<file path="src/rtl/fact_ctrl_pkg.sv">
// Shared definitions for the factorial job sequencer.
//   state_t      : FSM state encodings, also published in status_reg[7:5]
//   ST_*         : bit positions inside status_reg
//   CT_*         : bit positions inside ctrl_reg
//   *_W          : widths of the status sub-fields
package fact_ctrl_pkg;

  typedef enum logic [2:0] {
    S_IDLE   = 3'd0,
    S_CHECK  = 3'd1,
    S_LAUNCH = 3'd2,
    S_WAIT   = 3'd3,
    S_DONE   = 3'd4,
    S_FAIL   = 3'd5
  } state_t;

  // status_reg layout
  localparam int unsigned ST_BUSY      = 0;
  localparam int unsigned ST_DONE      = 1;
  localparam int unsigned ST_ERR       = 2;
  localparam int unsigned ST_RANGE     = 3;
  localparam int unsigned ST_TMO       = 4;
  localparam int unsigned ST_STATE_LSB = 5;
  localparam int unsigned ST_CNT_LSB   = 8;
  localparam int unsigned ST_LAT_LSB   = 16;

  // ctrl_reg layout
  localparam int unsigned CT_START = 0;
  localparam int unsigned CT_ABORT = 1;
  localparam int unsigned CT_N_LSB = 4;

  // status sub-field widths
  localparam int unsigned STATE_W   = 3;
  localparam int unsigned JOB_CNT_W = 8;
  localparam int unsigned LAT_W     = 16;

endpackage

</file>
<file path="src/rtl/fact_ctrl_timer.sv">
// Job latency counter with saturation and timeout detection.
//   clk, rst_n : clock, asynchronous active-low reset
//   clr        : restart the count at zero (asserted in the launch cycle)
//   en         : count one wait cycle
//   lat        : wait cycles elapsed including the current one, saturating
//   tmo        : current cycle is the last one allowed before timeout
module fact_ctrl_timer #(
  parameter int unsigned CNT_W       = 16,
  parameter int unsigned TIMEOUT_CYC = 1024
) (
  input  logic             clk,
  input  logic             rst_n,
  input  logic             clr,
  input  logic             en,
  output logic [CNT_W-1:0] lat,
  output logic             tmo
);

  localparam logic [CNT_W-1:0] CNT_ONE  = CNT_W'(1);
  localparam logic [CNT_W-1:0] TMO_LAST = CNT_W'(TIMEOUT_CYC - 1);

  logic [CNT_W-1:0] cnt;

  always_ff @(posedge clk or negedge rst_n) begin
    if (!rst_n) begin
      cnt <= '0;
    end else if (clr) begin
      cnt <= '0;
    end else if (en && (cnt != '1)) begin
      cnt <= cnt + CNT_ONE;
    end
  end

  // cnt holds the cycles already spent in WAIT, so the latency of a job
  // completing now is one more than that.
  always_comb begin
    lat = (cnt == '1) ? cnt : cnt + CNT_ONE;
    tmo = (cnt == TMO_LAST);
  end

endmodule

</file>
<file path="src/rtl/fact_job_ctrl.sv">
// Factorial job sequencer between the AXI register file and the datapath.
// Takes a start edge from ctrl_reg, range-checks n, launches one job, then
// waits for done/error/abort/timeout and reports the outcome.
//   sysclk, rst_n : clock, asynchronous active-low reset
//   ctrl_reg      : [0] start (edge), [1] abort (level, WAIT only), [7:4] n
//   dp_done/dp_err/dp_result : datapath completion, error, result
//   dp_go         : one-cycle launch pulse
//   dp_n          : operand, stable for the whole job
//   dp_clr        : one-cycle datapath clear on abort or timeout
//   result_reg    : last good result
//   status_reg    : busy, done, err, range_err, timeout, state, job_cnt,
//                   last_latency
//   irq           : one-cycle pulse at every job end
module fact_job_ctrl
  import fact_ctrl_pkg::*;
#(
  parameter int unsigned DATA_W      = 32,
  parameter int unsigned N_W         = 4,
  parameter int unsigned MAX_N       = 12,
  parameter int unsigned TIMEOUT_CYC = 1024
) (
  input  logic              sysclk,
  input  logic              rst_n,
  input  logic [DATA_W-1:0] ctrl_reg,
  input  logic              dp_done,
  input  logic              dp_err,
  input  logic [DATA_W-1:0] dp_result,
  output logic              dp_go,
  output logic [N_W-1:0]    dp_n,
  output logic              dp_clr,
  output logic [DATA_W-1:0] result_reg,
  output logic [DATA_W-1:0] status_reg,
  output logic              irq
);

  localparam logic [N_W-1:0]       N_LIMIT = N_W'(MAX_N);
  localparam logic [JOB_CNT_W-1:0] JOB_ONE = JOB_CNT_W'(1);

  state_t                state_q, state_d;
  logic                  start_q, start_rise;
  logic [N_W-1:0]        n_d;
  logic                  go_d, clr_d, irq_d;
  logic                  busy_q;
  logic                  done_q, done_d;
  logic                  err_q, err_d;
  logic                  rng_q, rng_d;
  logic                  tmo_q, tmo_d;
  logic [JOB_CNT_W-1:0]  job_cnt_q, job_cnt_d;
  logic [LAT_W-1:0]      lat_q, lat_d;
  logic [DATA_W-1:0]     result_d;
  logic [LAT_W-1:0]      tmr_lat;
  logic                  tmr_tmo;
  logic                  ctrl_unused;

  assign ctrl_unused = ^{ctrl_reg[DATA_W-1:CT_N_LSB+N_W], ctrl_reg[CT_N_LSB-1:CT_ABORT+1]};
  assign start_rise  = ctrl_reg[CT_START] & ~start_q;

  fact_ctrl_timer #(
    .CNT_W       (LAT_W),
    .TIMEOUT_CYC (TIMEOUT_CYC)
  ) u_timer (
    .clk   (sysclk),
    .rst_n (rst_n),
    .clr   (state_q == S_LAUNCH),
    .en    (state_q == S_WAIT),
    .lat   (tmr_lat),
    .tmo   (tmr_tmo)
  );

  // Outputs are registered: each action is computed from the current state
  // and lands on the edge leaving it, so dp_go is high during LAUNCH and irq
  // is high in the first IDLE cycle after DONE/FAIL.
  always_comb begin
    state_d   = state_q;
    n_d       = dp_n;
    go_d      = 1'b0;
    clr_d     = 1'b0;
    irq_d     = 1'b0;
    done_d    = done_q;
    err_d     = err_q;
    rng_d     = rng_q;
    tmo_d     = tmo_q;
    job_cnt_d = job_cnt_q;
    lat_d     = lat_q;
    result_d  = result_reg;

    case (state_q)
      S_IDLE: begin
        if (start_rise) begin
          n_d     = ctrl_reg[CT_N_LSB +: N_W];
          done_d  = 1'b0;
          err_d   = 1'b0;
          rng_d   = 1'b0;
          tmo_d   = 1'b0;
          state_d = S_CHECK;
        end
      end
      S_CHECK: begin
        if (dp_n > N_LIMIT) begin
          rng_d   = 1'b1;
          state_d = S_FAIL;
        end else begin
          go_d    = 1'b1;
          state_d = S_LAUNCH;
        end
      end
      S_LAUNCH: begin
        state_d = S_WAIT;
      end
      S_WAIT: begin
        // abort > error > done > timeout
        if (ctrl_reg[CT_ABORT]) begin
          clr_d   = 1'b1;
          state_d = S_FAIL;
        end else if (dp_err) begin
          err_d   = 1'b1;
          state_d = S_FAIL;
        end else if (dp_done) begin
          result_d = dp_result;
          lat_d    = tmr_lat;
          state_d  = S_DONE;
        end else if (tmr_tmo) begin
          tmo_d   = 1'b1;
          clr_d   = 1'b1;
          state_d = S_FAIL;
        end
      end
      S_DONE: begin
        done_d    = 1'b1;
        irq_d     = 1'b1;
        job_cnt_d = job_cnt_q + JOB_ONE;
        state_d   = S_IDLE;
      end
      S_FAIL: begin
        irq_d     = 1'b1;
        job_cnt_d = job_cnt_q + JOB_ONE;
        state_d   = S_IDLE;
      end
      default: begin
        state_d = S_IDLE;
      end
    endcase
  end

  always_ff @(posedge sysclk or negedge rst_n) begin
    if (!rst_n) begin
      state_q    <= S_IDLE;
      start_q    <= 1'b0;
      dp_n       <= '0;
      dp_go      <= 1'b0;
      dp_clr     <= 1'b0;
      irq        <= 1'b0;
      busy_q     <= 1'b0;
      done_q     <= 1'b0;
      err_q      <= 1'b0;
      rng_q      <= 1'b0;
      tmo_q      <= 1'b0;
      job_cnt_q  <= '0;
      lat_q      <= '0;
      result_reg <= '0;
    end else begin
      state_q    <= state_d;
      start_q    <= ctrl_reg[CT_START];
      dp_n       <= n_d;
      dp_go      <= go_d;
      dp_clr     <= clr_d;
      irq        <= irq_d;
      busy_q     <= (state_d != S_IDLE);
      done_q     <= done_d;
      err_q      <= err_d;
      rng_q      <= rng_d;
      tmo_q      <= tmo_d;
      job_cnt_q  <= job_cnt_d;
      lat_q      <= lat_d;
      result_reg <= result_d;
    end
  end

  always_comb begin
    status_reg                              = '0;
    status_reg[ST_BUSY]                     = busy_q;
    status_reg[ST_DONE]                     = done_q;
    status_reg[ST_ERR]                      = err_q;
    status_reg[ST_RANGE]                    = rng_q;
    status_reg[ST_TMO]                      = tmo_q;
    status_reg[ST_STATE_LSB +: STATE_W]     = state_q;
    status_reg[ST_CNT_LSB +: JOB_CNT_W]     = job_cnt_q;
    status_reg[ST_LAT_LSB +: LAT_W]         = lat_q;
  end

endmodule

</file>
<file path="config.mk">
export PLATFORM = sky130hd
export DESIGN_NAME = fact_job_ctrl
export DESIGN_NICKNAME = d
export VERILOG_FILES = /design/src/rtl/fact_ctrl_pkg.sv /design/src/rtl/fact_ctrl_timer.sv /design/src/rtl/fact_job_ctrl.sv
export SDC_FILE = /design/constraint.sdc
export NUM_CORES = 1
export LEC_CHECK = 0
export ABC_AREA = 1
export ABC_CLOCK_PERIOD_IN_PS = 4600
export CAP_MARGIN = 0
export CORE_UTILIZATION = 60
export DETAILED_ROUTE_END_ITERATION = 6
export DONT_BUFFER_PORTS = 1
export PLACE_DENSITY = 0.73
export REMOVE_ABC_BUFFERS = 1
export SETUP_SLACK_MARGIN = 0.05
export SYNTH_ARGS = -nofsm -noshare
export SYNTH_HDL_FRONTEND = slang
export SYNTH_HIERARCHICAL = 1
export SYNTH_SLANG_ARGS = --single-unit
</file>
<file path="constraint.sdc">
create_clock -name sysclk -period 4.6 [get_ports sysclk]
set_input_delay 0.92 -clock sysclk [delete_from_list [all_inputs] [get_ports sysclk]]
set_output_delay 0.92 -clock sysclk [all_outputs]
set_load 0.05 [all_outputs]
</file>
## Yosys cells after proc, flatten, opt, wreduce, memory -nomap -nowiden

Index checks and enable logic that the tools add are counted.

| word-level totals | value |
|---|---|
| bits of input ports | 68 |
| output and inout bits | 71 |
| flip-flop bits (word level) | 88 |
| word-level logic and storage cells | 81 |

| operators by class | value |
|---|---|
| add/subtract/negate cells | 2 |
| bitwise operators | 4 |
| mux-type cells | 30 |
| magnitude comparators | 1 |
| equal/unequal tests | 15 |
| reductions and logical operators | 14 |

Operators by type and width:

| kind | number |
|---|---|
| $mux 16 | 3 |
| $mux 3 | 6 |
| $add 16x1->16 const B | 1 |
| $eq 16x10->1 const B | 1 |
| $eq 16x16->1 const B | 1 |
| $mux 1 | 16 |
| $ne 16x16->1 const B | 1 |
| $ne 2x2->1 const B | 7 |
| $pmux 3 s4 | 1 |
| $add 8x1->8 const B | 1 |
| $pmux 1 s2 | 4 |
| $reduce_and 4->1 | 2 |
| $reduce_bool 2->1 | 4 |
| $eq 3x2->1 const B | 2 |
| $eq 3x3->1 const B | 2 |
| $reduce_and 6->1 | 1 |
| $gt 4x4->1 const B | 1 |
| $reduce_and 2->1 | 2 |
| $eq 3x1->1 const B | 1 |
| $logic_not 3->1 | 1 |
| $not 1->1 | 3 |
| $reduce_and 3->1 | 1 |
| $reduce_bool 3->1 | 1 |
| $reduce_or 2->1 | 1 |
| 2 further kinds | 2 |

## Logic depth before layout (Yosys ltp)

Gate-level depths: netlist (run 1).

| logic depth | value |
|---|---|
| word-level depth | 7 |
| gate-level depth with buffers | 10 |
| depth with buffers taken out | 9 |

## By module

Netlist (run 1), hierarchy kept.

Modules (own cells, without submodules):

| module | times used | cells each | sequential area each (µm²) | area each (µm²) |
|---|---|---|---|---|
| fact_job_ctrl | 1 | 339 | 1801.7 | 2971.6 |
| fact_ctrl_timer | 1 | 174 | 400.4 | 1224.9 |

## Worst setup path after synthesis (run 1)

No wires, ideal clock.

| timing | value |
|---|---|
| path type | register to register |
| from | reg state_q[1] |
| to | reg u_timer.cnt[12] |
| data required time | 4.534 ns |
| buffers on the path | 1 |
| clock period less this slack | 1.836 ns |
| cell stages (with the launch flop) | 8 |
| path slack | 2.764 ns |
| arrival time | 1.770 ns |
| library setup time | 0.066 ns |
| cells stage by stage | dfrtp_1 nand2_1 nor2_2 buf_2 inv_1 nor2_1 nand3_1 nand2_1 |

| on the way | value |
|---|---|
| cells in the longest elaborated chain, start to end | 3 |
| elaborated cells on any way between the ends | 5 |
| classes of those cells | 2 x eq/ne; 1 x mux; 2 x reduce/logical |

Ends and longest elaborated chain:

| element | line | RTL |
|---|---|---|
| start, declared | fact_job_ctrl.sv:39 | `state_t state_q, state_d;` |
| start signal, assigned | fact_job_ctrl.sv:162 | `state_q <= state_d;` |
| $eq 3x2->1 | fact_job_ctrl.sv:65 | `.en (state_q == S_WAIT),` |
| $logic_and 1x1->1 | fact_ctrl_timer.sv:29 | `end else if (en && (cnt != '1)) begin` |
| $reduce_bool 2->1 (no line) | - |  |
| end signal, assigned | fact_ctrl_timer.sv:30 | `cnt <= cnt + CNT_ONE;` |
| end, declared | fact_ctrl_timer.sv:22 | `logic [CNT_W-1:0] cnt;` |

Several ways; a longest one is shown, not always the timed one.
A chain may end at the register's enable or synchronous reset.

## Worst setup path after layout (run 1)

| timing | value |
|---|---|
| from | reg state_q[1] |
| to | reg u_timer.cnt[0] |

Same word-level chain as after synthesis.

==> results of run 1 <==
worst max-delay path by stage:
stage	endpoint	slack, ns	depth (start not counted)
final	u_timer/cnt[0]	2.07	7
after global routing	u_timer/cnt[0]	1.89	7
after CTS	u_timer/cnt[0]	2.06	7
after detailed placement	u_timer/cnt[0]	2.07	7
after global placement	u_timer/cnt[0]	2.09	7
after floorplan	lat_q[0]	1.32	5
through the flow:
| stage | cell area, µm² | power (mW) |
|---|---|---|
| after global routing | 4413 | 3.025 |
| after CTS | 4413 | 2.904 |
| after detailed placement | 4163 | 2.246 |
| final | 4413 | 2.886 |
| after floorplan | 4035 | 2.093 |
| after global placement | 4163 | 2.219 |
critical path, stage by stage, from the launching register on:
cell     delay (ns)
dfrtp_1        0.72
nand2_1        0.21
nor2_4         0.12
buf_4          0.47
inv_1          0.17
nor2_1         0.52
nand3_1        0.15
nand2_1        0.11
Yosys cell counts, drive strengths merged:
cell and number:
a21oi 1, buf 20, clkbuf 5, dfrtp 88, ha 2, inv 32
nand2 205, nand3 95, nand3b 2, nand4 8, nor2 27, nor3 2
nor4 1, o21ai 5, o31ai 1, or2 7, xnor2 4, xor2 8
per-layer routing:
| layer | part of all wire [%] | vias up |
|---|---|---|
| met4 | 1.5 | 0 |
| met5 | 0 | - |
| met3 | 6.6 | 13 |
| li1 | - | 1611 |
| met2 | 48 | 114 |
| met1 | 44 | 1538 |
layout by cell type, fill, tap and decap left out:
cell type	instances
nand3b_1	2
nand3_1	95
nand4_1	7
xor2_1	8
nand4_4	1
bufinv_16	3
nor2_4	4
inv_1	30
nor3_4	1
buf_4	3
inv_2	2
nand2_2	3
nor3_1	1
nand2_4	1
nor4_1	1
dfrtp_1	88
o31ai_1	1
nor2_2	3
xnor2_1	4
a21oi_1	1
o21ai_1	1
or2_2	7
inv_6	2
clkbuf_8	9
o21ai_0	4
ha_1	2
nand2_1	201
nor2_1	20
clkinvlp_4	1
inv_8	1
logic make-up after synthesis:
| kind of cell | Yosys count | synth area share [%] |
|---|---|---|
| simple gates | 347 | 36.82 |
| flops | 88 | 52.47 |
| buf+inv | 57 | 6.708 |
| xor+xnor | 12 | 2.504 |
| compound gates | 7 | 0.8943 |
| fa+ha+maj | 2 | 0.5962 |
layout make-up:
class | count | area [µm²]
Tap cell | 80 | 100.1
Timing Repair Buffer | 3 | 22.52
Clock inverter | 7 | 126.4
Sequential cell | 88 | 2202
Fill cell | 559 | 2344
Multi-Input combinational cell | 368 | 1718
Clock buffer | 9 | 123.9
Inverter | 32 | 120.1
power by group through the flow:
stage               Clock (mW)  Sequential [mW]  Combinational (mW)
floorplan                    0             1.74               0.348
global route             0.701             1.79               0.531
global placement             0             1.78               0.441
CTS                      0.673             1.77               0.463
finish                   0.659             1.77               0.460
detailed placement           0             1.79               0.461
==> impl_metrics.csv, run 1 <==
group,metric,value,unit
final_layout,syn_to_final_growth,5.158,%
logic_synthesis,synthTopCellsByArea,"dfrtp_1 52%, nand2_1 18%, nand3_1 11%",
place,post-place-cells,571,
pwr,powerDensity,654.0,nW/µm²
cts,cts_resized,0,
place,gp_congestion,0.8533,
floorplanning,die_x,85.63,µm
worst_setup_path,reg2reg_slack,2.07,ns
place,pre_cts_ws,2.066,ns
final_layout,layout-drive-gt1-share,8.087,%
floorplanning,initial_core_util,62.11,%
floorplanning,core,6756,µm²
logic_synthesis,ys_seq_area_share,52.47,%
drt,drc,0,
final_layout,largest_register_ffs,32,
pwr,p_sw_share,49.44,%
timing,setup_viol_count_final,0,
timing,timing.final.crit_share,55.08,%
drt,post_drt_wl_per_cell,15.06,µm
worst_setup_path,crit_type,"flip-flop to flip-flop",
pwr,intPower,1.459,mW
pwr,peakVddDrop,0.3550,mV
global_routing,gr-usage-met2,40.73,%
cts,cts_tree,"done",
drt,firstDrtPassIters,5,
logic_synthesis,ys_types,29,
global_routing,gr-max-usage-layer,"met2",
cts,postCtsSetupRepairBufs,0,
logic_synthesis,syn_avg_cell_area,8.180,µm²
timing,worst_pin_slew,0.8518,ns
global_routing,grt_pass1_vias,3077,
pwr,clkPwrFrac,22.8,%
cts,hold_buffers,0,
floorplanning,fp-row-count,30,
timing,fin_ws,2.066,ns
worst_setup_path,cp-start-kind,"flip-flop",
timing,finalHoldViolCount,0,
logic_synthesis,synth-warning-count,6,
logic_synthesis,synth_seq_cells,88,
worst_setup_path,worstReg2RegEnd,"u_timer/cnt[0]",
timing,fmax,394.7,MHz
cts,htreeDepth,3,
cts,cts.sinks,88,
worst_setup_path,r2r_cells,7,
worst_setup_path,crit_arrival,2.83,ns
pwr,p_comb_share,15.9,%
timing,period_minus_slack,2.534,ns
global_routing,antenna_found_initial,0,
drt,postRouteAntennaNets,0,
worst_setup_path,cp_max_fo,51,
drt,route.vias.total,3276,
global_routing,use_met1,32.73,%
timing,slew_violations,0,
logic_synthesis,synthesis.area,4197,µm²
cts,clk_path_buf_depth,2,
place,port_buffers,0,
logic_synthesis,synthCells,513,
global_routing,grt_overflow_total,0,
timing,rsz0062_at_grt,"no",
global_routing,grtUsageTotal,25.05,%
drt,drt_wl_total,8841,µm
global_routing,grt_pass1_wl,14370,µm
pwr,switching_power,1.427,mW
worst_setup_path,critPathLaunch,"state_q[1]",
worst_hold_path,min-delay-path-class,"input pin to asynchronous set/reset pin",
timing,max_slew_margin,43.07,%
worst_setup_path,cp-end-kind,"flip-flop",
floorplanning,die-area,7333,µm²
drt,drt_first_iter_violations,151,
floorplanning,pin_count,139,
final_layout,instances_no_fill,587,
global_routing,grt_util_met3,5.294,%
worst_setup_path,r2r-start,"state_q[1]",
worst_setup_path,worst-endpoint-required,4.90,ns
cts,numCtsBuffers,9,
global_routing,grt_max_degree,89,
run,cap_violations,0,
status,status,"finished clean",
cts,insertion_delay,0.37,ns
final_layout,diodes,0,
timing,skew,0.01439,ns
pwr,p_leak,2.413,nW
final_layout,postLayoutCoreUtil,65.31,%
floorplanning,die_h,85.63,µm
logic_synthesis,synth.top_cell.area_share,52.47,%
place,post-dp-hpwl,5656,µm
pwr,seqPwrFrac,61.2,%
cts,clkSlewWorstSetupHoldPaths,0.10,ns
drt,avgViaCountPerCell,5.581,
logic_synthesis,post-synth-top-area-cell,"dfrtp_1",
cts,root_buffer,"clkbuf_8",
final_layout,nets,572,
timing,hold_slack,0.2433,ns
timing,tns,0,ns
No activity file was read; power rests on OpenSTA's default activity.
==> run 2: changes to the inputs <==
--- a/config.mk
+++ b/config.mk
@@ -6,7 +6,7 @@
 export NUM_CORES = 1
 export LEC_CHECK = 0
 export ABC_AREA = 1
-export ABC_CLOCK_PERIOD_IN_PS = 4600
+export ABC_CLOCK_PERIOD_IN_PS = 2500
 export CAP_MARGIN = 0
 export CORE_UTILIZATION = 60
 export DETAILED_ROUTE_END_ITERATION = 6
==> constraint.sdc (replaced) <==
create_clock -name sysclk -period 2.5 [get_ports sysclk]
set_input_delay 0.5 -clock sysclk [delete_from_list [all_inputs] [get_ports sysclk]]
set_output_delay 0.5 -clock sysclk [all_outputs]
set_load 0.05 [all_outputs]
==> impl_metrics.csv, run 2 (synthesis gave the netlist of run 1 again) <==
group,metric,value,unit
final_layout,diodes,0,
final_layout,postLayoutCoreUtil,66.17,%
drt,drt_first_iter_violations,167,
cts,clkSlewWorstSetupHoldPaths,0.09,ns
pwr,clkPwrFrac,22.3,%
global_routing,antenna_found_initial,0,
cts,htreeDepth,3,
cts,clk_path_buf_depth,2,
global_routing,grtUsageTotal,25.08,%
pwr,p_comb_share,18.8,%
pwr,p_sw_share,48.87,%
place,post-dp-hpwl,5773,µm
floorplanning,die_x,85.63,µm
final_layout,layout_commonest_cell,"nand2_1",
final_layout,instances_no_fill,594,
run,cap_violations,0,
timing,period_minus_slack,1.982,ns
drt,firstDrtPassIters,4,
worst_setup_path,worstReg2RegEnd,"tmo_q",
cts,cts_resized,0,
pwr,switching_power,2.612,mW
timing,rsz0062_at_grt,"no",
drt,route.vias.total,3331,
worst_setup_path,reg2reg_slack,0.52,ns
pwr,seqPwrFrac,58.9,%
status,status,"finished, violations left",
worst_setup_path,cp-end-kind,"flip-flop",
drt,postRouteAntennaNets,0,
global_routing,grt_max_degree,89,
place,pre_cts_ws,0.5201,ns
timing,tns,0,ns
pwr,intPower,2.733,mW
floorplanning,die_h,85.63,µm
pwr,p_leak,2.456,nW
worst_setup_path,r2r_cells,9,
pwr,powerDensity,1196,nW/µm²
timing,timing.final.crit_share,79.30,%
cts,insertion_delay,0.36,ns
floorplanning,fp-row-count,30,
status,violations,"negative hold slack",
final_layout,largest_register_ffs,32,
drt,drt_wl_total,8717,µm
floorplanning,pin_count,139,
worst_setup_path,crit_type,"flip-flop to flip-flop",
cts,numCtsBuffers,9,
timing,fmax,504.4,MHz
final_layout,layout-drive-gt1-share,9.144,%
place,gp_congestion,0.8491,
drt,drc,0,
pwr,peakVddDrop,0.6673,mV
cts,root_buffer,"clkbuf_8",
place,place_area,4228,µm²
floorplanning,core,6756,µm²
global_routing,grt_pass1_vias,3034,
timing,fin_ws,0.5176,ns
global_routing,grt_overflow_total,0,
final_layout,syn_to_final_growth,6.530,%
worst_setup_path,cp_max_fo,6,
worst_setup_path,cp-start-kind,"flip-flop",
timing,hold_slack,-0.1787,ns
cts,cts_tree,"done",
place,post-place-cells,578,
drt,post_drt_wl_per_cell,14.68,µm
timing,worst_pin_slew,0.6147,ns
final_layout,fillCellCount,568,
final_layout,nets,579,
timing,slew_violations,0,
place,port_buffers,0,
worst_setup_path,worst-endpoint-required,2.80,ns
worst_hold_path,min-delay-path-class,"input pin to asynchronous set/reset pin",
drt,avgViaCountPerCell,5.608,
floorplanning,die-area,7333,µm²
cts,cts.sinks,88,
cts,postCtsSetupRepairBufs,0,
pwr,power.total,5.346,mW
timing,skew,0.01246,ns
worst_setup_path,r2r-start,"u_timer/cnt[0]",
final_layout,final_area,4471,µm²
timing,max_slew_margin,58.87,%
final_layout,final_cell_mix,"201 x nand2_1, 95 x nand3_1, 88 x dfrtp_1",
timing,setup_viol_count_final,0,
worst_setup_path,crit_arrival,2.28,ns
global_routing,grt_pass1_wl,14390,µm
floorplanning,initial_core_util,62.11,%
timing,finalHoldViolCount,88,
==> run 2: cell types whose count changed in the layout (fill, tap and decap cells not counted) <==
cell and change:
clkinvlp_4 -1, buf_4 +6, inv_6 -1, buf_12 +1, clkinv_2 +1, clkbuf_1 +1
==> run 2: worst max-delay path by stage <==
stage                   startpoint        to  slack, ns  depth (start not counted)
detailed placement  u_timer/cnt[0]     tmo_q       0.52                          9
floorplan               state_q[1]  lat_q[0]      -0.78                          5
global route        u_timer/cnt[0]     tmo_q       0.28                          9
global placement    u_timer/cnt[0]     tmo_q       0.59                          9
finish              u_timer/cnt[0]     tmo_q       0.52                          9
CTS                 u_timer/cnt[0]     tmo_q       0.50                          9
==> run 2: critical path, cell delays in order (launching register included) <==
cell and delay, ns:
dfrtp_1 0.43, ha_1 0.25, nand2_2 0.08, nor2_4 0.18, nand4_1 0.18, nor4_1 0.36, nand3b_1 0.17, nor2_1 0.13
nand3_1 0.07, nand2_1 0.06
==> run 2: area by class of cell <==
type                    instances  area (µm²)  area share (%)
inverters                      32       120.1           2.687
multi-input cells             368        1718           38.43
well taps                      80       100.1           2.239
clock buffers                  10       127.6           2.855
flip-flops and latches         88        2202           49.26
clock inverters                 6       115.1           2.575
repair buffers                 10       87.58           1.959
==> run 2: per-layer routing <==
layer	vias up	track usage [%]	share of wire, %	routed length (µm)
li1	1625	-	-	-
met2	129	40.36	46	4025
met5	-	0	0	0
met4	0	9.091	1.6	136
met3	16	7.796	7.9	692
met1	1561	32.16	44	3862
==> run 2: power by group through the flow <==
| stage | logic [mW] | clock network (mW) | registers, mW |
|---|---|---|---|
| final | 1.01 | 1.19 | 3.15 |
| after global routing | 1.14 | 1.27 | 3.19 |
| after CTS | 1.01 | 1.21 | 3.15 |
| after detailed placement | 1.01 | 0 | 3.18 |
| after global placement | 0.973 | 0 | 3.17 |
| after floorplan | 0.640 | 0 | 3.21 |
==> run 3: changes to the inputs <==
--- a/config.mk
+++ b/config.mk
@@ -6,12 +6,12 @@
 export NUM_CORES = 1
 export LEC_CHECK = 0
 export ABC_AREA = 1
-export ABC_CLOCK_PERIOD_IN_PS = 2500
+export ABC_CLOCK_PERIOD_IN_PS = 1700
 export CAP_MARGIN = 0
-export CORE_UTILIZATION = 60
+export CORE_UTILIZATION = 57
 export DETAILED_ROUTE_END_ITERATION = 6
 export DONT_BUFFER_PORTS = 1
-export PLACE_DENSITY = 0.73
+export PLACE_DENSITY = 0.72
 export REMOVE_ABC_BUFFERS = 1
 export SETUP_SLACK_MARGIN = 0.05
 export SYNTH_ARGS = -nofsm -noshare
==> constraint.sdc (replaced) <==
create_clock -name sysclk -period 1.7 [get_ports sysclk]
set_input_delay 0.34 -clock sysclk [delete_from_list [all_inputs] [get_ports sysclk]]
set_output_delay 0.34 -clock sysclk [all_outputs]
set_load 0.05 [all_outputs]
==> impl_metrics.csv, run 3 (synthesis gave the netlist of run 1 again) <==
group,metric,value,unit
timing,rsz0062_at_grt,"yes",
final_layout,final_cell_mix,"199 x nand2_1, 95 x nand3_1, 86 x dfrtp_1",
drt,post_drt_wl_per_cell,15.13,µm
timing,setup_viol_count_final,1,
global_routing,grtUsageTotal,23.94,%
final_layout,nets,612,
run,cap_violations,0,
worst_hold_path,min-delay-path-class,"input pin to asynchronous set/reset pin",
drt,postRouteAntennaNets,0,
worst_setup_path,critPathBufInv,2,
pwr,p_leak,2.620,nW
worst_setup_path,cp-end-kind,"flip-flop",
worst_setup_path,path_delay_family,"simple AND/OR/NAND/NOR gates",
global_routing,grt_overflow_total,0,
cts,cts_tree,"done",
floorplanning,fp-row-count,30,
drt,avgViaCountPerCell,5.525,
final_layout,layout-drive-gt1-share,16.67,%
timing,fin_ws,-0.001448,ns
global_routing,grt_pass1_vias,3151,
final_layout,layout_commonest_cell,"nand2_1",
timing,worst_pin_slew,0.5479,ns
pwr,peakVddDrop,1.057,mV
timing,slew_violations,0,
status,status,"finished, violations left",
final_layout,fillCellCount,538,
timing,skew,0.01296,ns
timing,period_minus_slack,1.701,ns
timing,max_slew_margin,63.47,%
worst_setup_path,crit_type,"flip-flop to flip-flop",
final_layout,diodes,0,
final_layout,instances_no_fill,642,
timing,fmax,587.7,MHz
cts,hold_buffers,1,
cts,clkSlewWorstSetupHoldPaths,0.09,ns
floorplanning,die-area,7710,µm²
cts,root_buffer,"clkbuf_8",
worst_setup_path,crit_slowest_cell,"dfrtp_1",
drt,drt_wl_total,9716,µm
worst_setup_path,path_common_cell,"nand3_1",
place,post-dp-hpwl,6175,µm
global_routing,grt_pass1_wl,14260,µm
global_routing,grt_max_degree,89,
final_layout,postLayoutCoreUtil,69.33,%
floorplanning,die_h,87.81,µm
timing,finalHoldViolCount,88,
place,gp_congestion,0.8941,
status,violations,"negative hold slack, negative setup slack",
timing,timing.final.crit_share,100.1,%
drt,drc,0,
worst_setup_path,critPathLaunch,"u_timer/cnt[0]",
global_routing,antenna_found_initial,0,
pwr,powerDensity,1702,nW/µm²
cts,clk_path_buf_depth,2,
drt,firstDrtPassIters,7,
cts,cts.sinks,88,
worst_setup_path,worstPathCellList,"buf_4 -> nand3_1 -> inv_1 -> nand2_1 -> o21ai_1 -> nand3_1 -> nand3_1 -> nand2_1",
worst_setup_path,cp-start-kind,"flip-flop",
final_layout,syn_to_final_growth,14.73,%
floorplanning,core,6944,µm²
drt,route.vias.total,3547,
worst_setup_path,cp_max_fo,5,
final_layout,largest_register_ffs,32,
floorplanning,initial_core_util,60.43,%
place,post-place-cells,613,
cts,htreeDepth,3,
cts,numCtsBuffers,9,
place,port_buffers,0,
worst_setup_path,crit_arrival,1.95,ns
worst_setup_path,cpPeakStageDelay,0.40,ns
floorplanning,die_x,87.81,µm
worst_setup_path,worst-endpoint-required,1.95,ns
timing,hold_slack,-0.3376,ns
drt,drt_first_iter_violations,217,
cts,insertion_delay,0.36,ns
floorplanning,pin_count,139,
worst_setup_path,r2r-start,"u_timer/cnt[0]",
==> run 3: cell count changes in the layout (fill, tap and decap cells not counted), moves of 2 or more <==
cell	before	now
buf_4	9	35
clkinvlp_4	0	6
inv_1	30	27
dfrtp_1	88	86
dfrtp_2	0	2
nand2_1	201	199
nand2_4	1	3
nor2_1	20	18
nor2_4	4	6
==> run 3: final timing paths <==
| kind | to | slack, ns | depth (start not counted) |
|---|---|---|---|
| max | lat_q[15] | -0.001 | 8 |
| min | result_reg[12] | -0.34 | 0 |
| max reg2reg | lat_q[15] | -0.001 | 8 |
| min reg2reg | dp_n[2] | 0.50 | 2 |
| max in group asynchronous | u_timer/cnt[12] | 1.88 | 0 |
| min in group sysclk | dp_n[0] | 0.10 | 2 |
==> run 3: metal layers <==
| metal | track usage [%] | share of wire (%) | wire (µm) |
|---|---|---|---|
| met4 | 7.601 | 1.5 | 141 |
| met1 | 31.26 | 42 | 4091 |
| met2 | 38.90 | 49 | 4728 |
| met5 | 0 | 0 | 0 |
| met3 | 6.503 | 7.8 | 754 |
==> run 3: worst register-to-register path: stages (launching register included) <==
cell,delay (ns)
dfrtp_1,0.40
buf_4,0.16
nand3_1,0.16
inv_1,0.15
nand2_1,0.14
o21ai_1,0.26
nand3_1,0.15
nand3_1,0.11
nand2_1,0.06
==> run 3: repair_timing <==
| action | CTS | global route |
|---|---|---|
| gates cloned | 0 | 5 |
| endpoints found under the setup margin | 11 | 36 |
| gates resized for setup | 2 | 21 |
| buffers inserted | 0 | 8 |
| pin swaps | 0 | 3 |
| endpoints found under the hold margin | 89 | 88 |
==> run 3: metrics by stage <==
step           setup WS, ns  cell area, µm²  hold WS [ns]  power (mW)  setup TNS, ns
2_1_floorplan        -1.576            4035       0.04441       5.663         -92.68
3_3_place_gp       -0.01043            4390       0.04601       6.289       -0.01043
3_5_place_dp       -0.06198            4390       0.04615       6.386       -0.08226
4_1_cts             0.01440            4626       -0.3481       7.973              0
5_1_grt             -0.1517            4815       -0.3593       8.603        -0.4638
6_report          -0.001448            4815       -0.3376       8.195      -0.001448
==> run 3: final cells by class <==
cell class	count	area [µm²]	area share, %
inverters	32	127.6	2.651
repair inverters	3	20.02	0.4158
repair buffers	38	304.0	6.315
well taps	96	120.1	2.495
clock inverters	6	92.59	1.923
clock buffers	9	123.9	2.573
multi-input cells	370	1822	37.84
flip-flops and latches	88	2205	45.79
==> run 3: where the power goes <==
part	internal, mW	total, mW	switching (mW)
Combinational	0.734	2.26	1.52
Clock	0.830	1.60	0.771
Sequential	2.59	4.34	1.75
